$ cat config.mk
export PLATFORM = sky130hd
export DESIGN_NAME = empty_scan_ctrl_flat
export DESIGN_NICKNAME = d
export VERILOG_FILES = /design/src/rtl/empty_scan_ctrl_if.sv /design/src/rtl/empty_scan_ctrl.sv /design/src/flat_wrapper.sv
export SDC_FILE = /design/constraint.sdc
export NUM_CORES = 1
export LEC_CHECK = 0
export ABC_AREA = 1
export CORE_MARGIN = 1
export CORE_UTILIZATION = 52
export CTS_CLUSTER_DIAMETER = 150
export DETAILED_ROUTE_END_ITERATION = 7
export PLACE_DENSITY = 0.94
export SLEW_MARGIN = 20
export SYNTH_ARGS = -nofsm -noshare
export SYNTH_HDL_FRONTEND = slang
export SYNTH_SLANG_ARGS = --single-unit
$ cat constraint.sdc
create_clock -name clk -period 4.54 [get_ports clk]
set_clock_uncertainty 0.15 [all_clocks]
set_input_delay 1.135 -clock clk [delete_from_list [all_inputs] [get_ports clk]]
set_output_delay 1.135 -clock clk [all_outputs]
set_load 0.05 [all_outputs]
$ cat src/rtl/empty_scan_ctrl_if.sv
// Board-side bundle for empty_scan_ctrl: the start request, the cell probe
// (scan_idx out, cell_state back) and the write/completion signals.
// master = controller side, slave = board/requester side.
interface empty_scan_if;
  logic       start;
  logic [3:0] cell_state;
  logic [3:0] scan_idx;
  logic       busy;
  logic       we;
  logic [3:0] wr_idx;
  logic [3:0] wr_val;
  logic       done;
  logic       full;

  modport master (
    input  start, cell_state,
    output scan_idx, busy, we, wr_idx, wr_val, done, full
  );

  modport slave (
    output start, cell_state,
    input  scan_idx, busy, we, wr_idx, wr_val, done, full
  );
endinterface

$ cat src/rtl/empty_scan_ctrl.sv
// empty_scan_ctrl: on a start request, probes the 16 board cells one per
// cycle starting at an offset and writes a new tile into the first empty
// cell (0000 or 1111). If the whole board is occupied, it reports full.
// Optional feature macro: RANDOM_START_EN -- when defined, an 8-bit LFSR
// supplies the starting offset and chooses between TILE_A and TILE_B;
// when undefined the scan always starts at cell 0 and writes TILE_A.
module empty_scan_ctrl #(
  parameter logic [3:0] TILE_A = 4'b0001,
  parameter logic [3:0] TILE_B = 4'b0010
) (
  input  logic         clk,
  input  logic         rst,
  empty_scan_if.master bus
);

  typedef enum logic [1:0] {IDLE, SCAN, PLACE, FIN} state_t;

  state_t     state_q, state_d;
  logic [3:0] scan_idx_q, scan_idx_d;
  logic [3:0] k_q, k_d;
  logic [3:0] wr_idx_q, wr_idx_d;
  logic [3:0] wr_val_q, wr_val_d;
  logic       full_q, full_d;
  logic [3:0] offset;
  logic [3:0] tile_sel;

  function automatic logic is_empty(input logic [3:0] c);
    return (c == 4'b0000) || (c == 4'b1111);
  endfunction

`ifdef RANDOM_START_EN
  logic [7:0] lfsr_q, lfsr_d;
  logic       sel_q, sel_d;

  // Fibonacci LFSR, taps 8,6,5,4, free-running in every state
  always_comb begin
    lfsr_d = {lfsr_q[6:0], lfsr_q[7] ^ lfsr_q[5] ^ lfsr_q[4] ^ lfsr_q[3]};
    sel_d  = sel_q;
    if (state_q == IDLE && bus.start) sel_d = lfsr_q[4];
  end

  // LFSR and spawn-select registers
  always_ff @(posedge clk or posedge rst) begin
    if (rst) begin
      lfsr_q <= 8'hA5;
      sel_q  <= 1'b0;
    end else begin
      lfsr_q <= lfsr_d;
      sel_q  <= sel_d;
    end
  end

  assign offset   = lfsr_q[3:0];
  assign tile_sel = sel_q ? TILE_B : TILE_A;
`else
  assign offset   = 4'd0;
  assign tile_sel = TILE_A;
`endif

  // State and datapath registers
  always_ff @(posedge clk or posedge rst) begin
    if (rst) begin
      state_q    <= IDLE;
      scan_idx_q <= 4'd0;
      k_q        <= 4'd0;
      wr_idx_q   <= 4'd0;
      wr_val_q   <= 4'd0;
      full_q     <= 1'b0;
    end else begin
      state_q    <= state_d;
      scan_idx_q <= scan_idx_d;
      k_q        <= k_d;
      wr_idx_q   <= wr_idx_d;
      wr_val_q   <= wr_val_d;
      full_q     <= full_d;
    end
  end

  // Next-state logic: scan_idx tracks offset+k, so it wraps naturally at 4 bits
  always_comb begin
    state_d    = state_q;
    scan_idx_d = scan_idx_q;
    k_d        = k_q;
    wr_idx_d   = wr_idx_q;
    wr_val_d   = wr_val_q;
    full_d     = full_q;
    case (state_q)
      IDLE: begin
        if (bus.start) begin
          state_d    = SCAN;
          scan_idx_d = offset;
          k_d        = 4'd0;
          full_d     = 1'b0;
        end
      end
      SCAN: begin
        if (is_empty(bus.cell_state)) begin
          wr_idx_d = scan_idx_q;
          wr_val_d = tile_sel;
          state_d  = PLACE;
        end else if (k_q == 4'd15) begin
          full_d  = 1'b1;
          state_d = FIN;
        end else begin
          k_d        = k_q + 4'd1;
          scan_idx_d = scan_idx_q + 4'd1;
        end
      end
      PLACE:   state_d = FIN;
      FIN:     state_d = IDLE;
      default: state_d = IDLE;
    endcase
  end

  assign bus.scan_idx = scan_idx_q;
  assign bus.busy     = (state_q != IDLE);
  assign bus.we       = (state_q == PLACE);
  assign bus.wr_idx   = wr_idx_q;
  assign bus.wr_val   = wr_val_q;
  assign bus.done     = (state_q == FIN);
  assign bus.full     = full_q;

endmodule

$ cat src/flat_wrapper.sv
// flat-port wrapper written by rule: the top's interface ports become plain ports
module empty_scan_ctrl_flat 
#(
  parameter logic [3:0] TILE_A = 4'b0001,
  parameter logic [3:0] TILE_B = 4'b0010
)
  (clk, rst, bus_start, bus_cell_state, bus_scan_idx, bus_busy, bus_we, bus_wr_idx, bus_wr_val, bus_done, bus_full);
  empty_scan_if bus_i ();
  input  logic clk;
  input  logic rst;
  input wire logic [$bits(bus_i.start)-1:0] bus_start;
  input wire logic [$bits(bus_i.cell_state)-1:0] bus_cell_state;
  output wire logic [$bits(bus_i.scan_idx)-1:0] bus_scan_idx;
  output wire logic [$bits(bus_i.busy)-1:0] bus_busy;
  output wire logic [$bits(bus_i.we)-1:0] bus_we;
  output wire logic [$bits(bus_i.wr_idx)-1:0] bus_wr_idx;
  output wire logic [$bits(bus_i.wr_val)-1:0] bus_wr_val;
  output wire logic [$bits(bus_i.done)-1:0] bus_done;
  output wire logic [$bits(bus_i.full)-1:0] bus_full;
  assign bus_i.start = bus_start;
  assign bus_i.cell_state = bus_cell_state;
  assign bus_scan_idx = bus_i.scan_idx;
  assign bus_busy = bus_i.busy;
  assign bus_we = bus_i.we;
  assign bus_wr_idx = bus_i.wr_idx;
  assign bus_wr_val = bus_i.wr_val;
  assign bus_done = bus_i.done;
  assign bus_full = bus_i.full;
  empty_scan_ctrl #(.TILE_A(TILE_A), .TILE_B(TILE_B)) u_core (.clk(clk), .rst(rst), .bus(bus_i));
endmodule
==> results.py <==
metrics = {
    "grt": {
        "grt_pass1_vias": 723,
        "grt_start_max_net_pins": 17,
        "grt_first_pass_wirelength_mm": 3.16,
        "track_usage_pct": 22.4,
        "grt_overflow": 0,
        "antenna_found_initial": 0,
    },
    "sta": {
        "hold_violations": 0,
        "relSlewSlack_pct": 59.5,
        "hold_slack_ns": 0.326,
        "rsz0062_at_grt": "false",
        "fmax_mhz": 305,
        "tightestPinTransition_ns": 0.606,
        "finalCritPeriodShare_pct": 72.3,
        "finalCriticalPeriod_ns": 3.28,
        "finalSetupTns_ns": 0,
        "drv_slew": 0,
        "setup_viol": 0,
    },
    "finish": {
        "drive_gt1_share_pct": 11.8,
        "syn_to_final_growth_pct": 22.7,
        "layout.cells.most_common": "nand2_1",
        "layout_common_cells": "nand2_1, clkdlybuf4s50_1, dfrtp_1",
        "num-nets-final": 158,
        "n_antenna_cell": 0,
    },
    "routing": {
        "drc": 0,
        "drt_wl_total_mm": 1.95,
        "routedWlPerCell_um": 11.5,
        "viasPerCell": 4.95,
        "drtIter0Drc": 31,
        "ant_nets": 0,
        "dr.pass1.iters": 4,
        "vias": 836,
    },
    "power": {
        "p_total_uw": 773,
        "p_leak_nw": 0.633,
        "vdd_ir_drop_max_v": 0.000448,
        "power.density_nw_per_um2": 630,
    },
    "worst_setup_path": {
        "required_ns": 3.25,
        "critical_path_arrival_ns": 2.00,
        "path_class": "flip-flop to output pin",
        "startpoint": "u_core.state_q[0]$_DFFE_PP0P_",
        "cp_max_fo": 5,
        "start_kind": "flip-flop",
        "rrSetupSlack_ns": 2.62,
        "worst_setup_path_end_kind": "output pin",
        "reg2reg_from": "u_core.state_q[1]$_DFFE_PP0P_",
        "r2r_cells": 9,
        "r2r_end": "u_core.bus.scan_idx[1]$_DFFE_PP0P_",
        "endpoint": "bus_busy",
    },
    "die": {
        "fp.dieH_um": 45.8,
        "die_w_um": 45.8,
        "core_area_um2": 1760,
        "core.rowCount": 15,
        "initial_utilization_pct": 56.7,
        "io_pins": 23,
        "die_area_um2": 2100,
    },
    "cts": {
        "clock_latency_ns": 0.30,
        "clk_pin_slew_worst_paths_ns": 0.09,
        "clockBufferDepth": 2,
        "cts_setup_buffers": 0,
        "hold_buffers": 0,
        "cts_tree": "done",
        "cts.sinks": 16,
        "root_buffer": "clkbuf_4",
        "cts-resized-gates": 0,
        "cts_max_level": 1,
        "cts_inserted_buffers": 3,
    },
    "synthesis": {
        "ys_types": 24,
        "syn_area_um2": 1000,
        "synth_warnings": 0,
        "ys_ff_latch": 16,
        "post_synth_inst_count": 124,
        "ys_seq_area_share_pct": 40.1,
        "avgSynthCellArea_um2": 8.06,
    },
    "outcome": {
        "status": "finished clean",
    },
    "flow_run": {
        "maxCapViolCount": 0,
    },
    "hold_path": {
        "hp-class": "flip-flop to flip-flop",
    },
    "placed_design": {
        "gp_congestion": 0.757,
        "hpwl_mm": 1.50,
        "portBuffers": 19,
    },
}
worst max-delay path, cell delays in order, from the launching register on:
cell and delay [ns]:
dfrtp_1 0.42, inv_1 0.09, ha_1 0.26, inv_2 0.11, clkdlybuf4s50_1 0.81
layer usage:
metal  track usage, %  up-vias  share of wire, %
met3             7.14        9               4.5
met1             27.0      378                41
li1                 -      421                 -
met2             34.4       28                51
met5                0        -                 0
met4             14.1        0               3.4
registers in the layout (all words and copies together), names as in the netlist:
name,count
u_core.bus.full,1
u_core.state_q,2
u_core.bus.wr_idx,4
u_core.k_q,4
u_core.bus.wr_val,1
u_core.bus.scan_idx,4
kinds of logic after synthesis:
| family | synth area share [%] |
|---|---|
| buf+inv | 8.51 |
| fa+ha+maj | 7.51 |
| xor+xnor | 1.75 |
| compound gates | 4.26 |
| simple gates | 37.5 |
| flops | 40.0 |
| other cells | 0.375 |
per-stage QoR:
stage | area, µm² | util [%] | setup slack, ns | cells
detailed placement | 1190 | 67.4 | 1.61 | 165
global placement | 1190 | 67.4 | 1.67 | 165
floorplan | 1010 | - | 2.33 | 126
finish | 1230 | 69.5 | 1.26 | 169
CTS | 1230 | 69.5 | 1.25 | 169
global route | 1230 | 69.5 | 1.18 | 169
worst min path at each step:
stage	from	to	slack, ns	depth (start not counted)
after floorplan	u_core.k_q[1]$_DFFE_PP0P_	u_core.k_q[1]$_DFFE_PP0P_	0.32	2
after global placement	u_core.bus.wr_val[0]$_DFFE_PP0P_	u_core.bus.wr_val[0]$_DFFE_PP0P_	0.30	1
after detailed placement	u_core.bus.wr_val[0]$_DFFE_PP0P_	u_core.bus.wr_val[0]$_DFFE_PP0P_	0.31	1
after CTS	u_core.bus.wr_val[0]$_DFFE_PP0P_	u_core.bus.wr_val[0]$_DFFE_PP0P_	0.33	1
after global routing	u_core.bus.wr_val[0]$_DFFE_PP0P_	u_core.bus.wr_val[0]$_DFFE_PP0P_	0.36	1
final	u_core.bus.wr_val[0]$_DFFE_PP0P_	u_core.bus.wr_val[0]$_DFFE_PP0P_	0.33	1
synthesized netlist by cell type (all sizes together):
| master | instances | area share, % |
|---|---|---|
| buf | 5 | 3.9 |
| xnor2 | 2 | 1.8 |
| o21ai | 7 | 4.3 |
| ha | 6 | 7.5 |
| or2 | 1 | 0.63 |
| nand2 | 52 | 22 |
| conb | 1 | 0.38 |
| nand3 | 11 | 7.3 |
| nor2 | 10 | 6.1 |
| inv | 11 | 4.6 |
| dfrtp | 16 | 40 |
| nand3b | 2 | 1.5 |
power breakdown:
part | switching, mW | internal [mW]
logic | 0.309 | 0.150
registers | 0.0384 | 0.179
clock network | 0.0479 | 0.0490
total | 0.395 | 0.378
final cells by class:
type	instances	area [µm²]
Inverter	11	46.3
Sequential cell	16	400
Clock buffer	4	36.3
Tap cell	25	31.3
Multi-Input combinational cell	94	522
Timing Repair Buffer	19	190
Fill cell	143	538
(Power assumes the default switching activity.)
